### config.mk
export PLATFORM = sky130hd
export DESIGN_NAME = decode_stage_pipelined
export DESIGN_NICKNAME = d
export VERILOG_FILES = /design/src/rtl/decode_stage_pipelined.sv
export SDC_FILE = /design/constraint.sdc
export NUM_CORES = 1
export LEC_CHECK = 0
export ABC_AREA = 1
export BUFFER_PORTS_ARGS = -buffer_cell sky130_fd_sc_hd__clkbuf_2
export CAP_MARGIN = 20
export CORE_MARGIN = 5
export CORE_UTILIZATION = 54
export CTS_BUF_LIST = sky130_fd_sc_hd__clkbuf_8
export DETAILED_ROUTE_END_ITERATION = 16
export PLACE_DENSITY = 0.83
export SLEW_MARGIN = 20
export SYNTH_ARGS = -nofsm -noshare
export SYNTH_HDL_FRONTEND = slang
export SYNTH_SLANG_ARGS = --single-unit
### constraint.sdc
create_clock -name clk -period 1.8 [get_ports clk]
set_input_delay 0.18 -clock clk [delete_from_list [all_inputs] [get_ports clk]]
set_output_delay 0.18 -clock clk [all_outputs]
set_load 0.05 [all_outputs]
### src/rtl/decode_stage_pipelined.sv
// -----------------------------------------------------------------------------
// decode_stage_pipelined
//   Registered instruction-decode stage sitting between fetch and execute.
//   The incoming word {opcode, reg_dest, reg_src, small_imm} is decoded
//   combinationally and captured in a main register. A skid register absorbs
//   one extra word, so in_ready can be a pure register output.
//   Immediates are extended to WORD_SIZE, sign- or zero-extended per
//   SIGN_EXTEND. decode_count counts words taken downstream and saturates.
//
// Optional feature macro: DECODE_ILLEGAL_OP_EN
//   defined   : out_illegal = !LEGAL_OPCODE_MASK[opcode]; illegal words still
//               flow and count, with out_is_alu forced low.
//   undefined : out_illegal is constant 0 and LEGAL_OPCODE_MASK is ignored.
//
// Ports
//   clk, rst_n (sync, active low), flush (sync discard of buffered words)
//   in_valid / in_ready / in_instruction          : fetch-side handshake
//   out_valid / out_ready / out_*                 : execute-side handshake
//   decode_count                                  : saturating pop counter
// -----------------------------------------------------------------------------
module decode_stage_pipelined #(
  parameter int WORD_SIZE     = 16,
  parameter int OPCODE_SIZE   = 4,
  parameter int REG_ADDR_SIZE = 3,
  parameter logic [(2**OPCODE_SIZE)-1:0] ALU_OPCODE_MASK   = 16'h07FF,
  parameter int SIGN_EXTEND   = 1,
  parameter int COUNT_WIDTH   = 16,
  parameter logic [(2**OPCODE_SIZE)-1:0] LEGAL_OPCODE_MASK = 16'hFFFF
) (
  input  logic                     clk,
  input  logic                     rst_n,
  input  logic                     flush,
  input  logic                     in_valid,
  output logic                     in_ready,
  input  logic [WORD_SIZE-1:0]     in_instruction,
  output logic                     out_valid,
  input  logic                     out_ready,
  output logic [OPCODE_SIZE-1:0]   out_opcode,
  output logic [REG_ADDR_SIZE-1:0] out_reg_dest,
  output logic [REG_ADDR_SIZE-1:0] out_reg_src,
  output logic                     out_is_alu,
  output logic [WORD_SIZE-1:0]     out_small_imm,
  output logic [WORD_SIZE-1:0]     out_big_imm,
  output logic                     out_illegal,
  output logic [COUNT_WIDTH-1:0]   decode_count
);

  localparam int SMALL_IMM_SIZE = WORD_SIZE - OPCODE_SIZE - 2 * REG_ADDR_SIZE;
  localparam int BIG_IMM_SIZE   = REG_ADDR_SIZE + SMALL_IMM_SIZE;

  // Reject field layouts that leave no room for the small immediate, or masks
  // that do not carry exactly one bit per opcode.
  if (SMALL_IMM_SIZE < 1 ||
      $bits(ALU_OPCODE_MASK) != 2**OPCODE_SIZE ||
      $bits(LEGAL_OPCODE_MASK) != 2**OPCODE_SIZE) begin : g_bad_config
    $error("decode_stage_pipelined: inconsistent field sizes");
  end

  typedef struct packed {
    logic [OPCODE_SIZE-1:0]   opcode;
    logic [REG_ADDR_SIZE-1:0] reg_dest;
    logic [REG_ADDR_SIZE-1:0] reg_src;
    logic                     is_alu;
    logic [WORD_SIZE-1:0]     small_imm;
    logic [WORD_SIZE-1:0]     big_imm;
    logic                     illegal;
  } entry_t;

  typedef enum logic [1:0] {S_EMPTY, S_ONE, S_FULL} state_t;

  state_t                 state_q;
  entry_t                 main_q;
  entry_t                 skid_q;
  entry_t                 entry_d;
  logic                   in_ready_q;
  logic                   out_valid_q;
  logic [COUNT_WIDTH-1:0] count_q;

  logic [OPCODE_SIZE-1:0]    op_field;
  logic [SMALL_IMM_SIZE-1:0] small_field;
  logic [BIG_IMM_SIZE-1:0]   big_field;
  logic                      accept;
  logic                      pop;

  assign op_field    = in_instruction[WORD_SIZE-1 -: OPCODE_SIZE];
  assign small_field = in_instruction[SMALL_IMM_SIZE-1:0];
  assign big_field   = in_instruction[BIG_IMM_SIZE-1:0];

  assign accept = in_valid & in_ready_q;
  assign pop    = out_valid_q & out_ready;

  // Combinational decode of the offered word; it only matters on an accept.
  always_comb begin
    entry_d          = '0;
    entry_d.opcode   = op_field;
    entry_d.reg_dest = in_instruction[WORD_SIZE-OPCODE_SIZE-1 -: REG_ADDR_SIZE];
    entry_d.reg_src  = big_field[BIG_IMM_SIZE-1 -: REG_ADDR_SIZE];
    entry_d.is_alu   = ALU_OPCODE_MASK[op_field];
    if (SIGN_EXTEND != 0) begin
      entry_d.small_imm = {{(WORD_SIZE-SMALL_IMM_SIZE){small_field[SMALL_IMM_SIZE-1]}}, small_field};
      entry_d.big_imm   = {{(WORD_SIZE-BIG_IMM_SIZE){big_field[BIG_IMM_SIZE-1]}}, big_field};
    end else begin
      entry_d.small_imm = {{(WORD_SIZE-SMALL_IMM_SIZE){1'b0}}, small_field};
      entry_d.big_imm   = {{(WORD_SIZE-BIG_IMM_SIZE){1'b0}}, big_field};
    end
`ifdef DECODE_ILLEGAL_OP_EN
    entry_d.illegal = !LEGAL_OPCODE_MASK[op_field];
    if (entry_d.illegal) begin
      entry_d.is_alu = 1'b0;
    end
`endif
  end

  // Occupancy FSM. in_ready/out_valid are registered alongside the state so
  // in_ready never depends combinationally on out_ready.
  always_ff @(posedge clk) begin
    if (!rst_n) begin
      state_q     <= S_EMPTY;
      in_ready_q  <= 1'b1;
      out_valid_q <= 1'b0;
      main_q      <= '0;
      skid_q      <= '0;
      count_q     <= '0;
    end else if (flush) begin
      // Flush wins over a same-cycle accept and pop; the pop is not counted.
      state_q     <= S_EMPTY;
      in_ready_q  <= 1'b1;
      out_valid_q <= 1'b0;
    end else begin
      if (pop && (count_q != {COUNT_WIDTH{1'b1}})) begin
        count_q <= count_q + COUNT_WIDTH'(1);
      end
      case (state_q)
        S_EMPTY: begin
          if (accept) begin
            main_q      <= entry_d;
            state_q     <= S_ONE;
            out_valid_q <= 1'b1;
          end
        end
        S_ONE: begin
          if (accept && !pop) begin
            skid_q     <= entry_d;
            state_q    <= S_FULL;
            in_ready_q <= 1'b0;
          end else if (accept && pop) begin
            main_q <= entry_d;
          end else if (pop) begin
            state_q     <= S_EMPTY;
            out_valid_q <= 1'b0;
          end
        end
        S_FULL: begin
          // in_ready is low here, so only a pop can move things along.
          if (pop) begin
            main_q     <= skid_q;
            state_q    <= S_ONE;
            in_ready_q <= 1'b1;
          end
        end
        default: begin
          state_q     <= S_EMPTY;
          in_ready_q  <= 1'b1;
          out_valid_q <= 1'b0;
        end
      endcase
    end
  end

  assign in_ready      = in_ready_q;
  assign out_valid     = out_valid_q;
  assign out_opcode    = main_q.opcode;
  assign out_reg_dest  = main_q.reg_dest;
  assign out_reg_src   = main_q.reg_src;
  assign out_is_alu    = main_q.is_alu;
  assign out_small_imm = main_q.small_imm;
  assign out_big_imm   = main_q.big_imm;
  // Without DECODE_ILLEGAL_OP_EN the stored flag is always 0, so this is a
  // constant 0 after optimisation.
  assign out_illegal   = main_q.illegal;
  assign decode_count  = count_q;

endmodule
Word-level counts from Yosys, hierarchy flattened
Memory sizes are Yosys's and may differ from the RTL's. Index checks and enable logic that the tools add are counted.

Register bits: 90. ROM bits: 16. Input bits: 21. Output and inout port bits: 62. Logic and storage cells: 71. Memories kept: 1.

Memories: (no name shown) (depth 16, width 1, read ports 1, clocked after Yosys merged registers in 0, write ports 0, RTL line 98) `entry_d.is_alu = ALU_OPCODE_MASK[op_field];`.

Add/sub/neg operators: 1. Magnitude comparators: 1. Eq/ne operators: 12. Mux-type cells: 20. Bitwise gates (word level): 6. Reductions and logical operators: 13.

Operators with widths (number): 44-bit 2-to-1 mux (4); 44-bit case mux with 3 select lines (1); 16-bit by 1-bit adder with 16-bit output (second input constant) (1); 16-bit != test (second input constant) (1); 2-bit != test (second input constant) (7); 2-bit 2-to-1 mux (5); 1-bit 2-to-1 mux (7); 3-bit != test (second input constant) (2); 1-bit case mux with 3 select lines (2); 2-bit case mux with 3 select lines (1); 3-bit AND reduction (2); 6-bit AND reduction (1); 4-bit by 5-bit < comparator with 1-bit output (second input constant) (1); 5-bit AND reduction (1); 1-bit inverter (4); 4-bit AND reduction (1); 1-bit logical AND (3); 3-bit nonzero test (1); 1-bit bitwise AND (2); 2-bit by 1-bit equality test with 1-bit output (second input constant) (1); 2-bit equality test (second input constant) (1); 2-bit logical NOT (1); 2-bit AND reduction (1); 2-bit OR reduction (1); 1-bit logical NOT (1).

Logic depth before layout (Yosys ltp)
Depth after elaboration: 5. Mapped depth: 10. Depth with buffers taken out: 10.

Worst setup path after synthesis
Ideal clock, no wire load.

Path type: register to register. Start point: reg count_q[0] (netlist: decode_count[0]). End point: reg count_q[10] (netlist: decode_count[10]). Library setup time: 117 ps. Arrival: 1701 ps. Data required time: 1683 ps. Path slack: -18 ps. Stages on the path, launching flop included: 10. Buffers on the path: 1. Period minus slack after synthesis: 1818 ps. Path through: dfxtp_1 -> ha_1 -> nand2_2 -> nor2_2 -> nand2_2 -> nor2_2 -> nor2_2 -> buf_6 -> a21oi_1 -> nor2_1.

Cells in the longest elaborated chain, start to end: 3. Elaborated cells between the ends (all ways): 4. Those cells by class: 1 x add/sub; 1 x eq/ne; 2 x reduce/logical.

RTL lines: start, declared (RTL line 77) `logic [COUNT_WIDTH-1:0] count_q;`; start signal, assigned (RTL line 131) `count_q <= count_q + COUNT_WIDTH'(1);`; branches (longest 3 deep; another with 16-bit by 1-bit adder with 16-bit output).

Parallel ways; which one is timed is not known. A chain may end at the register's enable or synchronous reset.

Worst setup path after layout
Start point: reg state_q[1]. End point: reg main_q (netlist bit out_is_alu).

Cells in the longest elaborated chain, start to end: 3. Elaborated cells between the ends (all ways): 10. Those cells by class: 6 x eq/ne; 1 x mux; 3 x reduce/logical.

RTL lines: start, declared (RTL line 71) `state_t state_q;`; start signal, assigned (RTL line 118) `state_q <= S_EMPTY;`; start signal, assigned (RTL line 126) `state_q <= S_EMPTY;`; start signal, assigned (RTL line 137) `state_q <= S_ONE;`; 2-bit by 1-bit equality test with 1-bit output (tied with other cells) (RTL line 133) `case (state_q)`; 2-bit != test (no line) / 3-bit nonzero test (equally long branches); 6-bit AND reduction (no line); end signal, assigned (RTL line 136) `main_q <= entry_d;`; end signal, assigned (RTL line 147) `main_q <= entry_d;`; end signal, assigned (RTL line 156) `main_q <= skid_q;`; end, declared (RTL line 72) `entry_t main_q;`.

Parallel ways exist; a longest one is shown, timed or not.

==> out/results.ini <==
[critical_path]
start_kind = register
slowest_delay_ns = 0.59
reg2reg_slack_ns = 0.21
critical_path.most_common_cell = nand2_1
cp.arrival_ns = 1.83
crit_fanout = 18
path_buf_inv = 1
crit_family = simple AND/OR/NAND/NOR gates
crit_chain = nor2_2 -> nand2_1 -> nand2_2 -> nor2_4 -> nand2_4 -> inv_4 -> nand2_1 -> a21oi_1
slowest_stage = dfxtp_1
required_ns = 2.05
critPathKind = register to register
endpoint_kind = register

[cells_and_area]
seqCellArea_um2 = 1080
multiInputGateArea_um2 = 1330
drive_gt1_share_pct = 24.6
filler_cell_count = 457
fin_nets = 513
area_growth_pct = 11.7
fin_util_pct = 62.6
n_antenna_cell = 0

[grt]
antenna_found_initial = 0
track_usage_pct = 18.8
grt_pass1_wl_um = 11000
grt_overflow = 0
first_global_vias = 2457
grt_max_degree = 26

[place]
place.gp.congestion = 0.859
dp_hpwl_um = 4860
dp_slack_ns = 0.254
numPortBuffers = 81

[logic_synthesis]
yosysSeqAreaShare_pct = 37.3
synthAdderAreaFrac_pct = 0.432
synth.most_common_cell = nor2_1
synth_top_area_share_pct = 37.3
synth-xor-area-share_pct = 0.604
synth_compound_gate_area_share_pct = 10.4
synth_seq_cells = 54
synthArstFlopShare_pct = 0
synth_area_leaders = dfxtp_1 (37%), nor2_1 (12%), nand2_1 (11%)
synth_edf_count = 0
syn_area_um2 = 2900
synth_fp_nets = 461
ys_types = 27
synth_warnings = 0
yosys-top-cells-count = nor2_1 (94), nand2_1 (88), dfxtp_1 (54), inv_1 (42), o21ai_0 (42)
synth_ff_type = dfxtp_1
yosysTopAreaCell = dfxtp_1
syn_inst = 439
synth.area.mux_share_pct = 0
synth_top_family_by_area = simple AND/OR/NAND/NOR gates
avgSynthCellArea_um2 = 6.60
synth-simple-area-share_pct = 34.2

[detailed_routing]
drt-vias-per-instance = 4.85
drt_iter0_markers = 153
vias = 2727
postRouteAntennaNets = 0
route.detailed.drc = 0
first_pass_iters = 5
wl_um = 6480
post_drt_wl_per_cell_um = 11.5

[sta]
fmax_mhz = 630
fin_ws_ns = 0.212
rsz0062_at_grt = no
finalHoldViolations = 0
report.final.slew_viol_count = 0
finalHoldWorstSlack_ns = 0.136
finalCriticalPeriod_ns = 1.59
setup_viol = 0
clock_skew_ns = 0.00966
finalSetupTns_ns = 0
post-route-period-util_pct = 88.2

[status]
status = finished clean

[hold_path]
min_path_type = primary input to register

[power_and_ir_drop]
power_density_nw_per_um2 = 798
p_leak_nw = 1.60
p_total_mw = 2.58
peakVddDrop_uv = 420

[floorplan]
initial_core_util_pct = 56.0
die_x_um = 83.3
chipHeight_um = 83.3
design.core.area_um2 = 5170
ioPinCount = 83
dieArea_um2 = 6930
fp-row-count = 26

[cts]
hold_buffers = 0
cts_tree = yes
cts_root_buf = clkbuf_8
post_cts_buffers = 0
clk_latency_ns = 0.31
cts.clk_slew.worst_paths_ns = 0.10
cts_made_buffers = 5
cts_buffer_depth = 2
clkSinkCount = 54
cts_max_level = 2
cts_resized = 0

[run]
max-cap-violations = 0

[cells by family (layout without fill, tap and decap cells)]
| group | Yosys count | in the layout |
|---|---|---|
| AND/OR/NAND/NOR | 233 | 233 |
| flip-flops | 54 | 54 |
| buffers and inverters | 90 | 143 |
| XOR/XNOR | 2 | 2 |
| other | 1 | 1 |
| adder cells (fa/ha/maj) | 1 | 1 |
| AO/OA/AOI/OAI | 58 | 58 |
[path summary, 6_finish.rpt]
path | startpoint | cells after the start | to
min | in_instruction[10] | 3 | skid_q[38]$_SDFFE_PN0P_
max reg2reg | state_q[1]$_SDFFE_PP0P_ | 8 | out_is_alu$_SDFFE_PN0P_
max | state_q[1]$_SDFFE_PP0P_ | 8 | out_is_alu$_SDFFE_PN0P_
min reg2reg | skid_q[6]$_SDFFE_PN0P_ | 2 | skid_q[6]$_SDFFE_PN0P_
[worst register-to-register path, delay by kind of cell (launching register included)]
kind | cells | cell delay (ns)
DFF | 1 | 0.59
buffers and inverters | 1 | 0.20
AOI/OAI and AO/OA | 1 | 0.13
and+or+nand+nor | 6 | 0.60
[cell type report]
cell class,count,area share [%]
Multi-Input combinational cell,295,41.0
Timing Repair Buffer,88,14.5
Inverter,47,5.53
Sequential cell,54,33.5
Tap cell,70,2.70
Clock inverter,3,0.657
Clock buffer,5,2.13
[state kept, by name, indices dropped and copies added (netlist names)]
signal / cells
skid_q: 17
decode_count: 16
out_small_imm: 6
out_opcode: 4
out_reg_dest: 3
out_reg_src: 2
state_q: 2
in_ready: 1
out_big_imm: 1
out_is_alu: 1
out_valid: 1
[through the flow]
step,cells,instance area [µm²]
final,562,3240
after global routing,562,3240
after floorplan,439,2900
after CTS,562,3240
after detailed placement,554,3150
after global placement,554,3150
[cell usage in the layout (no fill, tap or decap), types with 2 or more instances in the layout]
cell,synthesis,layout
nand2_2,5,5
dfxtp_1,54,52
inv_1,42,42
o21ai_0,42,42
xor2_1,2,2
clkbuf_2,1,81
clkbuf_8,0,5
buf_4,29,6
nor2_4,2,2
a21oi_1,13,13
nor2_2,6,6
nand2_1,88,88
nor2_1,94,94
nand3_2,4,4
inv_2,3,3
nand3_1,32,32
dfxtp_2,0,2
[per-layer routing]
layer,global-route usage (%),up-vias,routed length [µm],share of wire [%]
met5,0,-,0,0
met4,5.35,0,43,0.66
met3,5.35,5,503,7.8
met2,30.1,96,2950,46
met1,24.7,1187,2980,46
li1,-,1439,-,-
[report_power, final]
| part | leakage [nW] | total, mW | switching, mW | internal [mW] |
|---|---|---|---|---|
| Clock | 0.0441 | 0.690 | 0.415 | 0.274 |
| Sequential | 0.440 | 1.28 | 0.0406 | 1.24 |
| Combinational | 1.11 | 0.612 | 0.479 | 0.133 |
Note: power is estimated with default switching activity, not from simulation.
